==> config.mk <==
export PLATFORM = sky130hd
export DESIGN_NAME = gate_list_execute_sm
export DESIGN_NICKNAME = d
export VERILOG_FILES = /design/src/rtl/gate_list_execute_sm.sv
export SDC_FILE = /design/constraint.sdc
export NUM_CORES = 1
export LEC_CHECK = 0
export CAP_MARGIN = 15
export CORE_UTILIZATION = 25
export CTS_CLUSTER_SIZE = 16
export DETAILED_ROUTE_END_ITERATION = 10
export GPL_TIMING_DRIVEN = 1
export PLACE_DENSITY = 0.52
export SYNTH_ARGS = -nofsm -noshare
export SYNTH_HDL_FRONTEND = slang
export SYNTH_SLANG_ARGS = --single-unit
==> constraint.sdc <==
create_clock -name clk -period 2.4 [get_ports clk]
set_input_delay 0.24 -clock clk [delete_from_list [all_inputs] [get_ports clk]]
set_output_delay 0.24 -clock clk [all_outputs]
set_load 0.1 [all_outputs]
==> src/rtl/gate_list_execute_sm.sv <==
`default_nettype none
// ============================================================================
// Module      : gate_list_execute_sm
// Description : Walks a gate control list. Each entry is applied for its time
//               interval, and the list restarts from entry 0 on every accepted
//               CycleStart pulse.
//               The list table is written through the cfg_* port and can be
//               written in any state.
// Ports       : clk               - single clock, rising edge
//               rst               - asynchronous reset, active low
//               gate_enable       - 1 = list execution permitted
//               CycleStart        - one-cycle pulse marking a new gating cycle
//               cfg_we/cfg_addr   - table write strobe / entry index
//               cfg_gate          - gate vector written to the entry
//               cfg_interval      - interval in ns written to the entry
//               cfg_list_len      - number of valid entries, sampled at start
//               oper_gate_states  - applied gate vector (registered)
//               list_index        - index of the applied entry
//               executing         - 1 while a list is being walked
//               entry_change      - one-cycle pulse per applied entry
// Revision    : 1.0 - initial release
// ============================================================================
module gate_list_execute_sm #(
    parameter int          LIST_DEPTH        = 8,
    parameter int          NS_PER_CLK        = 8,
    parameter logic [7:0]  ADMIN_GATE_STATES = 8'hFF
) (
    input  logic        clk,
    input  logic        rst,
    input  logic        gate_enable,
    input  logic        CycleStart,
    input  logic        cfg_we,
    input  logic [5:0]  cfg_addr,
    input  logic [7:0]  cfg_gate,
    input  logic [31:0] cfg_interval,
    input  logic [6:0]  cfg_list_len,
    output logic [7:0]  oper_gate_states,
    output logic [5:0]  list_index,
    output logic        executing,
    output logic        entry_change
);

    localparam int          c_iw    = $clog2(LIST_DEPTH);
    localparam logic [6:0]  c_depth = 7'(LIST_DEPTH);
    localparam logic [31:0] c_ns    = 32'(NS_PER_CLK);

    typedef enum logic [0:0] {
        IDLE  = 1'b0,
        DELAY = 1'b1
    } state_t;

    state_t      state_q, state_d;
    logic [7:0]  gates_q, gates_d;
    logic [5:0]  idx_q, idx_d;
    logic        chg_q, chg_d;
    logic [31:0] rem_q, rem_d;
    logic [6:0]  len_q, len_d;

    logic [7:0]  tbl_gate_q [LIST_DEPTH];
    logic [31:0] tbl_ivl_q  [LIST_DEPTH];

    logic        w_start;
    logic        w_last;
    logic [5:0]  w_nidx;
    logic [6:0]  w_len_clamped;

    // List table. Writes beyond the table are dropped.
    always_ff @(posedge clk or negedge rst) begin
        if (!rst) begin
            for (int i = 0; i < LIST_DEPTH; i++) begin
                tbl_gate_q[i] <= 8'h00;
                tbl_ivl_q[i]  <= 32'd0;
            end
        end else if (cfg_we && ({1'b0, cfg_addr} < c_depth)) begin
            tbl_gate_q[cfg_addr[c_iw-1:0]] <= cfg_gate;
            tbl_ivl_q[cfg_addr[c_iw-1:0]]  <= cfg_interval;
        end
    end

    always_ff @(posedge clk or negedge rst) begin
        if (!rst) begin
            state_q <= IDLE;
            gates_q <= ADMIN_GATE_STATES;
            idx_q   <= 6'd0;
            chg_q   <= 1'b0;
            rem_q   <= 32'd0;
            len_q   <= 7'd0;
        end else begin
            state_q <= state_d;
            gates_q <= gates_d;
            idx_q   <= idx_d;
            chg_q   <= chg_d;
            rem_q   <= rem_d;
            len_q   <= len_d;
        end
    end

    assign w_start       = CycleStart && (cfg_list_len != 7'd0);
    assign w_len_clamped = (cfg_list_len > c_depth) ? c_depth : cfg_list_len;
    // len_q is never zero while in DELAY, so len_q-1 cannot wrap there.
    assign w_last        = ({1'b0, idx_q} == (len_q - 7'd1));
    assign w_nidx        = idx_q + 6'd1;

    // Priority: disable > CycleStart > countdown/advance/end of list.
    always_comb begin
        state_d = state_q;
        gates_d = gates_q;
        idx_d   = idx_q;
        chg_d   = 1'b0;
        rem_d   = rem_q;
        len_d   = len_q;
        if (!gate_enable) begin
            state_d = IDLE;
            gates_d = ADMIN_GATE_STATES;
            idx_d   = 6'd0;
            rem_d   = 32'd0;
        end else if (w_start) begin
            state_d = DELAY;
            gates_d = tbl_gate_q[0];
            idx_d   = 6'd0;
            chg_d   = 1'b1;
            rem_d   = tbl_ivl_q[0];
            len_d   = w_len_clamped;
        end else if (state_q == DELAY) begin
            // Advancing at remaining <= NS_PER_CLK yields max(1, ceil(ivl/ns))
            // cycles per entry and never lets the counter wrap below zero.
            if (rem_q <= c_ns) begin
                if (w_last) begin
                    state_d = IDLE;
                    rem_d   = 32'd0;
                end else begin
                    idx_d   = w_nidx;
                    gates_d = tbl_gate_q[w_nidx[c_iw-1:0]];
                    rem_d   = tbl_ivl_q[w_nidx[c_iw-1:0]];
                    chg_d   = 1'b1;
                end
            end else begin
                rem_d = rem_q - c_ns;
            end
        end
    end

    assign oper_gate_states = gates_q;
    assign list_index       = idx_q;
    assign executing        = (state_q == DELAY);
    assign entry_change     = chg_q;

endmodule
`default_nettype wire

==> impl_metrics.env <==
export IMPL_status="finished clean"
export IMPL_synth_fp_nets=1373
export IMPL_synth_edff_count=0
export IMPL_ys_warnings_count=0
export IMPL_track_usage_pct=13.32
export IMPL_seq_power_share_pct=46.2
export IMPL_crit_required_ns=2.85
export IMPL_max_slew_worst_pin_slew_ns=1.022
export IMPL_routedWlPerCell_um=19.60
export IMPL_cts_buffers=42
export IMPL_htree_levels=2
export IMPL_insertion_delay_ns=0.59
export IMPL_leakagePower_nw=9.824
export IMPL_reg2regPathDepth=5
export IMPL_synth_ff_type="dfrtp_1"
export IMPL_final_core_util_pct=31.74
export IMPL_synthCells=1312
export IMPL_cts_tree="done"
export IMPL_slew_headroom_pct=31.90
export IMPL_clock_tree_root_cell="clkbuf_16"
export IMPL_rsz0062_at_grt="yes"
export IMPL_p_int_w=0.01219
export IMPL_yosys_area_top_type="dfrtp_1"
export IMPL_num_vias=11910
export IMPL_num_antenna_cells=0
export IMPL_drc=0
export IMPL_min_period_over_period_pct=97.13
export IMPL_setup_slack_ns=0.06889
export IMPL_num_fill_cells=7038
export IMPL_postSynthAreaPerCell_um2=13.78
export IMPL_worstPathMaxFanout=5
export IMPL_grt_pass1_wl_mm=77.06
export IMPL_fin_crit_ns=2.331
export IMPL_synthTopCellsByArea="dfrtp_1, mux2_2, mux4_2"
export IMPL_dr_pass1_iters=5
export IMPL_worstPathArrival_ns=2.78
export IMPL_cp_end_kind="register"
export IMPL_core_area_um2=71490
export IMPL_wirelength_mm=48.10
export IMPL_antenna_found_initial=1
export IMPL_die_area_um2=73400
export IMPL_clk_pin_slew_ns=0.06
export IMPL_final_nets=1534
export IMPL_worst_path_stages=5
export IMPL_vdd_drop_max_v=0.0005427
export IMPL_p_sw_w=0.004148
export IMPL_synth_common_cells="dfrtp_1, mux2_2, mux4_2"
export IMPL_place_port_buffers=73
export IMPL_min_path_type="in2async"
export IMPL_num_rows=98
export IMPL_startpoint_type="register"
export IMPL_place_ws_ns=-0.2118
export IMPL_holdWs_ns=0.2475
export IMPL_synth_top_cell_area_share_pct=50.79
export IMPL_grt_max_degree=75
export IMPL_grt_ovfl_total=0
export IMPL_path_class="reg2reg"
export IMPL_pwr_share_clk_pct=39.8
export IMPL_post_synth_top_count_cell="dfrtp_1"
export IMPL_seq_area_frac_synth_pct=51.95
export IMPL_slowest_delay_ns=0.60
export IMPL_path_buf_inv=0
export IMPL_syn_cell_area_um2=18080
export IMPL_area_growth_pct=25.49
export IMPL_grt_pass1_vias=12690
export IMPL_maxCapViolations=0
export IMPL_ys_async_sr_fraction_pct=100.0
export IMPL_power_density_nw_per_um2=720.2
export IMPL_drtIter0Drc=688
export IMPL_cp_top_family="simple AND/OR/NAND/NOR gates"
export IMPL_io_pins=74
export IMPL_finalSetupTns_ns=0
export IMPL_setup_viol=0
export IMPL_antenna_left=0
export IMPL_worstPathCellList="nor4_4 -> nand4_4 -> or4_4 -> or4_4 -> mux2i_1"
export IMPL_skew_ns=0.02788
export IMPL_die_height_um=270.9
export IMPL_slew_violations=0
export IMPL_cpMaxStageDelayCell="or4_4"
export IMPL_ys_types=65
export IMPL_die_w_um=270.9
export IMPL_comb_power_share_pct=14.0
export IMPL_timing_fmax_mhz=429.0
export IMPL_layout_drive_gt1_share_pct=46.48
export IMPL_cp_common_cell="or4_4"
export IMPL_start_util_pct=25.29
export IMPL_clk_path_buf_depth=3
export IMPL_avgViaCountPerCell=4.853
export IMPL_ys_ff_latch=375
export IMPL_gp_congestion=0.8179
export IMPL_dp_hpwl_mm=31.25
export IMPL_switching_share_pct=25.38
export IMPL_hold_violations=0
export IMPL_cts_sinks=375
## through the flow
stage,total power (W),cells,instance area (um2)
after detailed placement,0.009911,2359,20990
after global placement,0.009811,2359,20990
final,0.01634,2454,22690
after CTS,0.01654,2436,22430
after global routing,0.01713,2454,22690
after floorplan,0.008971,1312,18180
## state kept, by name, indices dropped and copies added (netlist names)
signal,count
entry_change,1
executing,1
len_q,7
list_index,6
oper_gate_states,8
rem_q,32
tbl_gate_q,64
tbl_ivl_q,256
## routing by layer
layer	GRT usage (%)	vias up	routed length, um
met5	0	-	8
met4	2.646	2	641
met3	2.281	57	1800
met2	21.28	203	22860
met1	18.85	6332	22790
li1	-	5315	-
## cells in the final DEF, fill, tap and decap left out, types with 10 or more instances in the layout
master and instances:
nor4_1 12, mux2i_1 18, nor2_1 35, buf_12 33
clkbuf_8 11, clkbuf_1 11, xor2_1 13, a21oi_1 30
clkdlybuf4s50_1 56, o211ai_1 25, mux4_2 80, mux2_2 345
nor3_1 25, o21ai_0 27, clkbuf_16 43, buf_4 113
nand3_1 38, xnor2_1 10, nand2_1 32, or3_1 19
dfrtp_1 360
## power by group through the flow
stage / Combinational, W / Sequential, W / Clock (W)
after global routing: 0.00251 / 0.00764 / 0.00698
after floorplan: 0.00138 / 0.00759 / 0
after CTS: 0.00229 / 0.00754 / 0.00671
final: 0.00229 / 0.00754 / 0.00650
after global placement: 0.00221 / 0.00760 / 0
after detailed placement: 0.00226 / 0.00765 / 0
## cell families (layout without fill, tap and decap cells)
logic type	count (synthesis)	in the layout	synth area share, %
AOI/OAI and AO/OA	139	139	5.038
xor gates and xnor gates	24	24	1.163
adders and majority gates	3	3	0.2076
buffers and inverters	99	291	2.159
DFF	375	375	51.95
muxes	444	444	32.50
and+or+nand+nor	228	228	6.975
## path summary, 6_finish.rpt
check / from / endpoint / slack [ns]
setup / recovery: rem_q[12] / list_index[5] / 0.07
hold / removal: rst / tbl_gate_q[4] / 0.25
setup reg to reg: rem_q[12] / list_index[5] / 0.07
hold reg to reg: rem_q[0] / rem_q[0] / 0.49
max in group asynchronous: rst / oper_gate_states[7] / 1.37
min in group clk: cfg_list_len[1] / len_q[1] / 0.33
## layout make-up
| class | count | area (um2) | area share (%) |
|---|---|---|---|
| repair buffers | 208 | 2153 | 9.490 |
| multi-input cells | 838 | 8512 | 37.51 |
| inverters | 8 | 32.53 | 0.1434 |
| flip-flops and latches | 375 | 9410 | 41.47 |
| well taps | 950 | 1189 | 5.238 |
| clock buffers | 64 | 1244 | 5.481 |
| clock inverters | 11 | 150.1 | 0.6617 |
## what timing repair did
| item | in CTS | in global routing |
|---|---|---|
| cloned | 0 | 1 |
| pin swaps | 3 | 10 |
| resized for setup | 6 | 24 |
| hold buffers | 1 | 0 |
| endpoints found under the setup margin | 32 | 28 |
| hold endpoints to repair | 59 | 0 |
| setup buffers | 1 | 17 |
Note: power is estimated with default switching activity, not from simulation.
